==> src/rtl/alu_ctrl_pipe.sv <==
// Registered ALU-control decode stage with valid/ready handshake and MD-unit start/busy sequencing.
// Optional saturating illegal-instruction counter is built only when ILLEGAL_CNT_EN is defined.
module alu_ctrl_pipe #(
  parameter int ALUOP_W = 4,
  parameter int MD_LAT  = 32,
  parameter int CNT_W   = 8
) (
  input  logic               clk,
  input  logic               rst_n,
  input  logic               flush,
  input  logic               in_valid,
  output logic               in_ready,
  input  logic [5:0]         opcode,
  input  logic [5:0]         funct,
  output logic               out_valid,
  input  logic               out_ready,
  output logic [ALUOP_W-1:0] alu_op,
  output logic               is_md,
  output logic [1:0]         md_op,
  output logic               md_start,
  output logic               md_busy,
  output logic               illegal,
  output logic [CNT_W-1:0]   illegal_cnt
);

  localparam logic [ALUOP_W-1:0] ALU_XXX  = ALUOP_W'(0);
  localparam logic [ALUOP_W-1:0] ALU_ADDU = ALUOP_W'(1);
  localparam logic [ALUOP_W-1:0] ALU_SUBU = ALUOP_W'(2);
  localparam logic [ALUOP_W-1:0] ALU_AND  = ALUOP_W'(3);
  localparam logic [ALUOP_W-1:0] ALU_OR   = ALUOP_W'(4);
  localparam logic [ALUOP_W-1:0] ALU_XOR  = ALUOP_W'(5);
  localparam logic [ALUOP_W-1:0] ALU_NOR  = ALUOP_W'(6);
  localparam logic [ALUOP_W-1:0] ALU_SLT  = ALUOP_W'(7);
  localparam logic [ALUOP_W-1:0] ALU_SLTU = ALUOP_W'(8);
  localparam logic [ALUOP_W-1:0] ALU_SLL  = ALUOP_W'(9);
  localparam logic [ALUOP_W-1:0] ALU_SRL  = ALUOP_W'(10);
  localparam logic [ALUOP_W-1:0] ALU_SRA  = ALUOP_W'(11);
  localparam logic [ALUOP_W-1:0] ALU_LUI  = ALUOP_W'(12);

  localparam logic [7:0] MD_CNT_LOAD = 8'(MD_LAT - 1);

  typedef enum logic {IDLE = 1'b0, BUSY = 1'b1} state_t;

  state_t                state_reg;
  state_t                state_next;
  logic   [7:0]          md_cnt_reg;
  logic [ALUOP_W-1:0]    dec_op;
  logic                  dec_md;
  logic                  dec_ill;
  logic                  accept;

  always_comb begin
    dec_op  = ALU_XXX;
    dec_md  = 1'b0;
    dec_ill = 1'b0;
    case (opcode)
      6'h00: begin
        case (funct)
          6'h00, 6'h04: dec_op = ALU_SLL;
          6'h02, 6'h06: dec_op = ALU_SRL;
          6'h03, 6'h07: dec_op = ALU_SRA;
          6'h21:        dec_op = ALU_ADDU;
          6'h23:        dec_op = ALU_SUBU;
          6'h24:        dec_op = ALU_AND;
          6'h25:        dec_op = ALU_OR;
          6'h26:        dec_op = ALU_XOR;
          6'h27:        dec_op = ALU_NOR;
          6'h2A:        dec_op = ALU_SLT;
          6'h2B:        dec_op = ALU_SLTU;
          6'h18, 6'h19, 6'h1A, 6'h1B: dec_md = 1'b1;
          default:      dec_ill = 1'b1;
        endcase
      end
      // loads and stores only need the address add
      6'h20, 6'h21, 6'h23, 6'h24, 6'h25, 6'h28, 6'h29, 6'h2B: dec_op = ALU_ADDU;
      6'h09:   dec_op = ALU_ADDU;
      6'h0A:   dec_op = ALU_SLT;
      6'h0B:   dec_op = ALU_SLTU;
      6'h0C:   dec_op = ALU_AND;
      6'h0D:   dec_op = ALU_OR;
      6'h0E:   dec_op = ALU_XOR;
      6'h0F:   dec_op = ALU_LUI;
      default: dec_ill = 1'b1;
    endcase
  end

  assign accept = in_valid && in_ready;

  always_ff @(posedge clk or negedge rst_n) begin
    if (!rst_n) begin
      state_reg <= IDLE;
    end else begin
      state_reg <= state_next;
    end
  end

  always_comb begin
    state_next = state_reg;
    case (state_reg)
      IDLE:    if (accept && dec_md) state_next = BUSY;
      BUSY:    if (md_cnt_reg == 8'd0) state_next = IDLE;
      default: state_next = IDLE;
    endcase
  end

  always_comb begin
    md_busy  = (state_reg == BUSY);
    in_ready = (state_reg == IDLE) && !flush && (!out_valid || out_ready);
  end

  always_ff @(posedge clk or negedge rst_n) begin
    if (!rst_n) begin
      md_cnt_reg <= 8'd0;
    end else if (state_reg == IDLE && accept && dec_md) begin
      md_cnt_reg <= MD_CNT_LOAD;
    end else if (state_reg == BUSY && md_cnt_reg != 8'd0) begin
      md_cnt_reg <= md_cnt_reg - 8'd1;
    end
  end

  // decode fields hold after the transfer; only out_valid is dropped
  always_ff @(posedge clk or negedge rst_n) begin
    if (!rst_n) begin
      out_valid <= 1'b0;
      alu_op    <= '0;
      is_md     <= 1'b0;
      md_op     <= 2'b00;
      illegal   <= 1'b0;
      md_start  <= 1'b0;
    end else begin
      md_start <= accept && dec_md;
      if (accept) begin
        out_valid <= 1'b1;
        alu_op    <= dec_op;
        is_md     <= dec_md;
        md_op     <= dec_md ? funct[1:0] : 2'b00;
        illegal   <= dec_ill;
      end else if (out_ready || flush) begin
        out_valid <= 1'b0;
      end
    end
  end

`ifdef ILLEGAL_CNT_EN
  logic [CNT_W-1:0] ill_cnt_reg;

  always_ff @(posedge clk or negedge rst_n) begin
    if (!rst_n) begin
      ill_cnt_reg <= '0;
    end else if (accept && dec_ill && ill_cnt_reg != {CNT_W{1'b1}}) begin
      ill_cnt_reg <= ill_cnt_reg + CNT_W'(1);
    end
  end

  assign illegal_cnt = ill_cnt_reg;
`else
  assign illegal_cnt = '0;
`endif

endmodule

==> config.mk <==
export PLATFORM = sky130hd
export DESIGN_NAME = alu_ctrl_pipe
export DESIGN_NICKNAME = d
export VERILOG_FILES = /design/src/rtl/alu_ctrl_pipe.sv
export SDC_FILE = /design/constraint.sdc
export NUM_CORES = 1
export LEC_CHECK = 0
export BUFFER_PORTS_ARGS = -buffer_cell sky130_fd_sc_hd__buf_2
export CORE_MARGIN = 2
export CORE_UTILIZATION = 45
export DETAILED_ROUTE_END_ITERATION = 10
export GPL_TIMING_DRIVEN = 0
export PLACE_DENSITY = 0.71
export SYNTH_ARGS = -nofsm -noshare
export SYNTH_HDL_FRONTEND = slang
export SYNTH_SLANG_ARGS = --single-unit
==> constraint.sdc <==
create_clock -name clk -period 2.4 [get_ports clk]
set_input_delay 0.24 -clock clk [delete_from_list [all_inputs] [get_ports clk]]
set_output_delay 0.24 -clock clk [all_outputs]
set_load 0.01 [all_outputs]
==> results of run 1 <==
==> where the power goes <==
part / internal (mW) / switching, mW
Clock: 0.0646 / 0.0926
Sequential: 0.322 / 0.000847
Combinational: 0.0445 / 0.0554
==> stage by stage <==
stage	util	worst slack (ps)	cells	total power, mW	instance area (sq um)
6_report	0.551	325	217	0.580	1510
5_1_grt	0.551	149	217	0.616	1510
4_1_cts	0.551	314	217	0.587	1510
3_5_place_dp	0.538	343	212	0.427	1470
3_3_place_gp	0.538	413	212	0.423	1470
2_1_floorplan	-	547	157	0.394	1310
==> cell type report <==
class | instances | area, sq um
Buffer | 16 | 106
Clock buffer | 4 | 26.3
Fill cell | 268 | 1230
Inverter | 8 | 35.0
Multi-Input combinational cell | 114 | 696
Sequential cell | 19 | 475
Tap cell | 31 | 38.8
Timing Repair Buffer | 25 | 130
==> worst max-delay path by stage <==
stage | startpoint | to | slack, ps | cells past startpoint
3_5_place_dp | md_cnt_reg[4] | md_cnt_reg[4] | 340 | 5
6_report | md_cnt_reg[4] | md_cnt_reg[5] | 330 | 5
5_1_grt | md_cnt_reg[4] | md_cnt_reg[4] | 150 | 5
3_3_place_gp | md_cnt_reg[4] | md_cnt_reg[4] | 410 | 5
4_1_cts | md_cnt_reg[4] | md_cnt_reg[4] | 310 | 5
2_1_floorplan | md_cnt_reg[4] | md_cnt_reg[4] | 550 | 5
==> cells in the final DEF, fill, tap and decap left out, drive strengths merged, types with 2 or more instances in the layout <==
cell type | netlist | final
or4 | 2 | 2
a31oi | 2 | 2
a21oi | 8 | 8
ha | 2 | 2
inv | 8 | 8
conb | 1 | 8
nand2 | 20 | 20
mux2i | 2 | 2
nor2 | 12 | 12
nor3 | 5 | 5
nor4b | 2 | 2
clkbuf | 5 | 9
nor2b | 4 | 4
xnor2 | 7 | 7
o32ai | 2 | 2
o21ai | 10 | 10
or3 | 3 | 3
dfrtp | 19 | 19
buf | 11 | 35
nand2b | 6 | 6
nor4 | 2 | 2
==> routing by layer <==
metal / GRT usage / wire length, microns / up-vias
met5: 0 / 0 / -
met4: 0.0797 / 58 / 0
met3: 0.0295 / 111 / 6
met2: 0.305 / 1350 / 31
met1: 0.208 / 1160 / 530
li1: - / - / 579
==> worst register-to-register path, stage by stage (launching register included) <==
cell and delay (ps):
dfrtp_1 430, or4_1 610, o41ai_4 540, nor4_1 130, xnor2_1 200, nor2_1 60
==> kinds of logic (layout without fill, tap and decap cells) <==
kind of cell / after synthesis / count (layout) / synth area share
AOI/OAI and AO/OA: 33 / 33 / 0.181
xor gates and xnor gates: 7 / 7 / 0.0477
adders and majority gates: 2 / 2 / 0.0195
buffers and inverters: 24 / 53 / 0.110
DFF: 19 / 19 / 0.370
muxes: 2 / 2 / 0.0156
other: 1 / 8 / 0.00292
and+or+nand+nor: 62 / 62 / 0.254
==> impl_metrics.json, run 1 <==
{
  "status": "complete, no violations",
  "start_util": 0.470,
  "cp_max_fo": 10,
  "hold_start": "flush",
  "crit_family": "simple AND/OR/NAND/NOR gates",
  "routedWlPerCell_microns": 12.3,
  "first_global_vias": 1095,
  "h-tree-depth": 1,
  "hold_viol_final": 0,
  "p_leak_nw": 0.739,
  "hpwl_microns": 2060,
  "cap_violations": 0,
  "path_class": "register to register",
  "overflow": 0,
  "setup_tns_ps": 0,
  "end_kind": "register",
  "p_per_area_nw_per_um2": 384,
  "place_congestion": 0.793,
  "rrSetupSlack_ps": 330,
  "drive_gt1_frac": 0.237,
  "clkLatencyLatePin_ps": 290,
  "ir_worst_vdd_uv": 351,
  "ys_seq_elements": 19,
  "path_buf_inv": 0,
  "fin_crit_ps": 2070,
  "synth_top_area_cell": "dfrtp_1",
  "drtIter0Drc": 39,
  "cts_setup_buffers": 0,
  "cp-start-kind": "register",
  "grt_max_degree": 20,
  "r2r-start": "md_cnt_reg[4]",
  "yosysSeqAreaShare": 0.370,
  "clock-sinks": 19,
  "clk_pin_slew_worst_paths_ps": 110,
  "track_usage": 0.175,
  "clk_path_buf_depth": 2,
  "dieArea_sq_um": 3300,
  "num_vias": 1146,
  "cp.required_ps": 2590,
  "cts_buffers": 3,
  "synthCells": 150,
  "synth_area_leaders": "dfrtp_1 (37%), nand2_1 (5.8%), xnor2_1 (4.8%)",
  "period_share": 0.865,
  "syn_avg_cell_area_sq_um": 8.57,
  "hp-class": "input pin to register",
  "tightestPinTransition_ps": 620,
  "diodes": 0,
  "io_pins": 37,
  "critPathArrivalTime_ps": 2270,
  "cts-resized-gates": 0,
  "finalSetupViolations": 0,
  "via_per_inst": 5.28,
  "coreArea_sq_um": 2730,
  "grt_pass1_wl_microns": 4590,
  "synth.distinct_cells": 43,
  "rsz0062_at_grt": "no",
  "synth_common_cells": "nand2_1 (20), dfrtp_1 (19), nor2_1 (12), o21ai_0 (9)",
  "drt_wl_total_microns": 2680,
  "ys.flop_type": "dfrtp_1",
  "root_buffer": "clkbuf_4",
  "timing.rr.end": "md_cnt_reg[5]",
  "largest_reg_flops": 8,
  "syn_to_final_growth_pct": 17.2,
  "cp_cell_sequence": "or4_1, o41ai_4, nor4_1, xnor2_1, nor2_1",
  "hold_ws_ps": 147,
  "die_h_microns": 57.5,
  "fmaxAchievable_mhz": 482,
  "maxSlewViolCount": 0,
  "io_buffers": 24,
  "hold_buffers": 1,
  "yosys_warnings": 0,
  "cts_tree": "done",
  "yosys.area.top_type_share": 0.370,
  "nets": 206,
  "synth_edf_count": 0,
  "cp_slowest_cell": "or4_1",
  "antenna_found_initial": 0,
  "synth_area_sq_um": 1290,
  "die_w_microns": 57.5,
  "slew-limit-headroom": 0.585,
  "drt_pass1_iterations": 5,
  "num_rows": 19,
  "hold_path_end": "out_valid",
  "synth_most_common_cell": "nand2_1",
  "drtAntennaViolNets": 0,
  "async_flop_share": 1.00,
  "max_stage_delay_ps": 610,
  "r2r_cells": 5,
  "drc": 0,
  "clock_skew_ps": 7.59,
  "hold_depth": 2
}
Power figures use the tool's default switching activity.
==> run 2, diff against run 1 <==
Settings changed: CORE_UTILIZATION 45 to 51, PLACE_DENSITY 0.71 to 0.79.
Clock period 2.4 ns to 2.1 ns, I/O delays scaled along.
==> run 2 against run 1 <==
Sequential cell count stayed put. Hold slack got worse by 16 ps. Clock skew is 6.3 ps lower. Combinational power grew 14%. Final cell count is 0.46% higher.
==> impl_metrics.json, run 2 (same netlist as run 1, synthesis figures left out) <==
{
  "register_area_sq_um": 475,
  "h-tree-depth": 1,
  "clock-sinks": 19,
  "hold_viol_final": 0,
  "place_inst": 211,
  "setup_tns_ps": 0,
  "instances_no_fill": 218,
  "dieArea_sq_um": 2940,
  "cp_cell_sequence": "or4_1, o41ai_4, buf_4, nor2_1, a22oi_1, nand2_1",
  "drc": 0,
  "finalSetupViolations": 0,
  "cp.required_ps": 2280,
  "antenna_found_initial": 0,
  "p_leak_nw": 0.750,
  "drtIter0Drc": 20,
  "cts_buffers": 3,
  "start_util": 0.529,
  "largest_reg_flops": 8,
  "cap_violations": 0,
  "overflow": 0,
  "num_vias": 1152,
  "grt_pass1_wl_microns": 4260,
  "clkLatencyLatePin_ps": 290,
  "path_buf_inv": 1,
  "status": "complete, no violations",
  "num_rows": 18,
  "coreArea_sq_um": 2430,
  "grt_max_degree": 20,
  "end_kind": "register",
  "ir_worst_vdd_uv": 224,
  "clk_path_buf_depth": 2,
  "cts-resized-gates": 0,
  "path_class": "register to register",
  "period_share": 0.962,
  "routedWlPerCell_microns": 12.2,
  "drive_gt1_frac": 0.245,
  "place_congestion": 0.749,
  "fin_crit_ps": 2020,
  "crit_family": "simple AND/OR/NAND/NOR gates",
  "final_common_cell": "buf_2",
  "hp-class": "input pin to register",
  "drt_pass1_iterations": 4,
  "multiInputGateArea_sq_um": 696,
  "cp-start-kind": "register",
  "root_buffer": "clkbuf_4",
  "max_stage_delay_ps": 600,
  "p_per_area_nw_per_um2": 436,
  "io_pins": 37,
  "hpwl_microns": 2040,
  "cp_slowest_cell": "or4_1",
  "clk_pin_slew_worst_paths_ps": 100,
  "via_per_inst": 5.28,
  "syn_to_final_growth_pct": 18.3,
  "diodes": 0,
  "track_usage": 0.198,
  "drtAntennaViolNets": 0,
  "first_global_vias": 1040,
  "n_fill_cell": 209,
  "cts_tree": "done",
  "drt_wl_total_microns": 2650,
  "rsz0062_at_grt": "no",
  "io_buffers": 24,
  "cp_max_fo": 7,
  "mostFrequentLayoutCells": "buf_2 (25), nand2_1 (20), dfrtp_1 (19)",
  "maxSlewViolCount": 0,
  "die_w_microns": 54.2,
  "clock_skew_ps": 1.26,
  "fmaxAchievable_mhz": 495,
  "nets": 208,
  "die_h_microns": 54.2,
  "critPathArrivalTime_ps": 2200
}
==> run 2: power breakdown <==
group / total [mW] / switching [mW] / internal (mW)
logic: 0.114 / 0.0628 / 0.0509
clock network: 0.181 / 0.107 / 0.0738
registers: 0.369 / 0.00109 / 0.368
total: 0.663 / 0.171 / 0.492
==> run 2: stage by stage <==
| stage | hold slack, ps | util | area, sq um | setup slack (ps) | total power, mW |
|---|---|---|---|---|---|
| after floorplan | -85.6 | - | 1310 | 247 | 0.450 |
| after global placement | 159 | 0.604 | 1470 | 129 | 0.483 |
| after detailed placement | 163 | 0.604 | 1470 | 25.2 | 0.487 |
| after CTS | 120 | 0.619 | 1510 | 5.45 | 0.670 |
| after global routing | 146 | 0.626 | 1520 | 35.5 | 0.702 |
| final | 131 | 0.626 | 1520 | 80.3 | 0.663 |
==> run 2: layout make-up <==
class | instances | area share
Multi-Input combinational cell | 114 | 0.457
Sequential cell | 19 | 0.312
Timing Repair Buffer | 27 | 0.0954
Buffer | 16 | 0.0699
Tap cell | 30 | 0.0247
Inverter | 8 | 0.0230
Clock buffer | 4 | 0.0173
==> run 2: worst reg2reg max path, delay by kind of cell, from the launching register on <==
| kind | cells | cell delay [ps] |
|---|---|---|
| and+or+nand+nor | 3 | 740 |
| AOI/OAI and AO/OA | 2 | 550 |
| DFF | 1 | 430 |
| buffers and inverters | 1 | 190 |
==> run 2: repair_timing <==
action | in CTS | in global routing
hold endpoints to repair | 19 | 0
hold buffers | 1 | 0
buffers inserted | 0 | 2
endpoints found under the setup margin | 0 | 6
==> run 2: path summary, 6_finish.rpt <==
check / start / cells after the start / slack [ps] / to
setup / recovery: md_cnt_reg[4] / 6 / 80 / md_cnt_reg[2]
hold / removal: flush / 2 / 130 / out_valid
setup reg to reg: md_cnt_reg[4] / 6 / 80 / md_cnt_reg[2]
hold reg to reg: is_md / 2 / 490 / is_md
max in group asynchronous: rst_n / 2 / 1440 / md_cnt_reg[5]
min in group asynchronous: rst_n / 2 / 370 / md_cnt_reg[2]
==> run 2: metal layers <==
layer	part of all wire	track usage
met4	0.015	0.100
met1	0.44	0.228
met3	0.029	0.0191
met2	0.52	0.361
met5	0	0
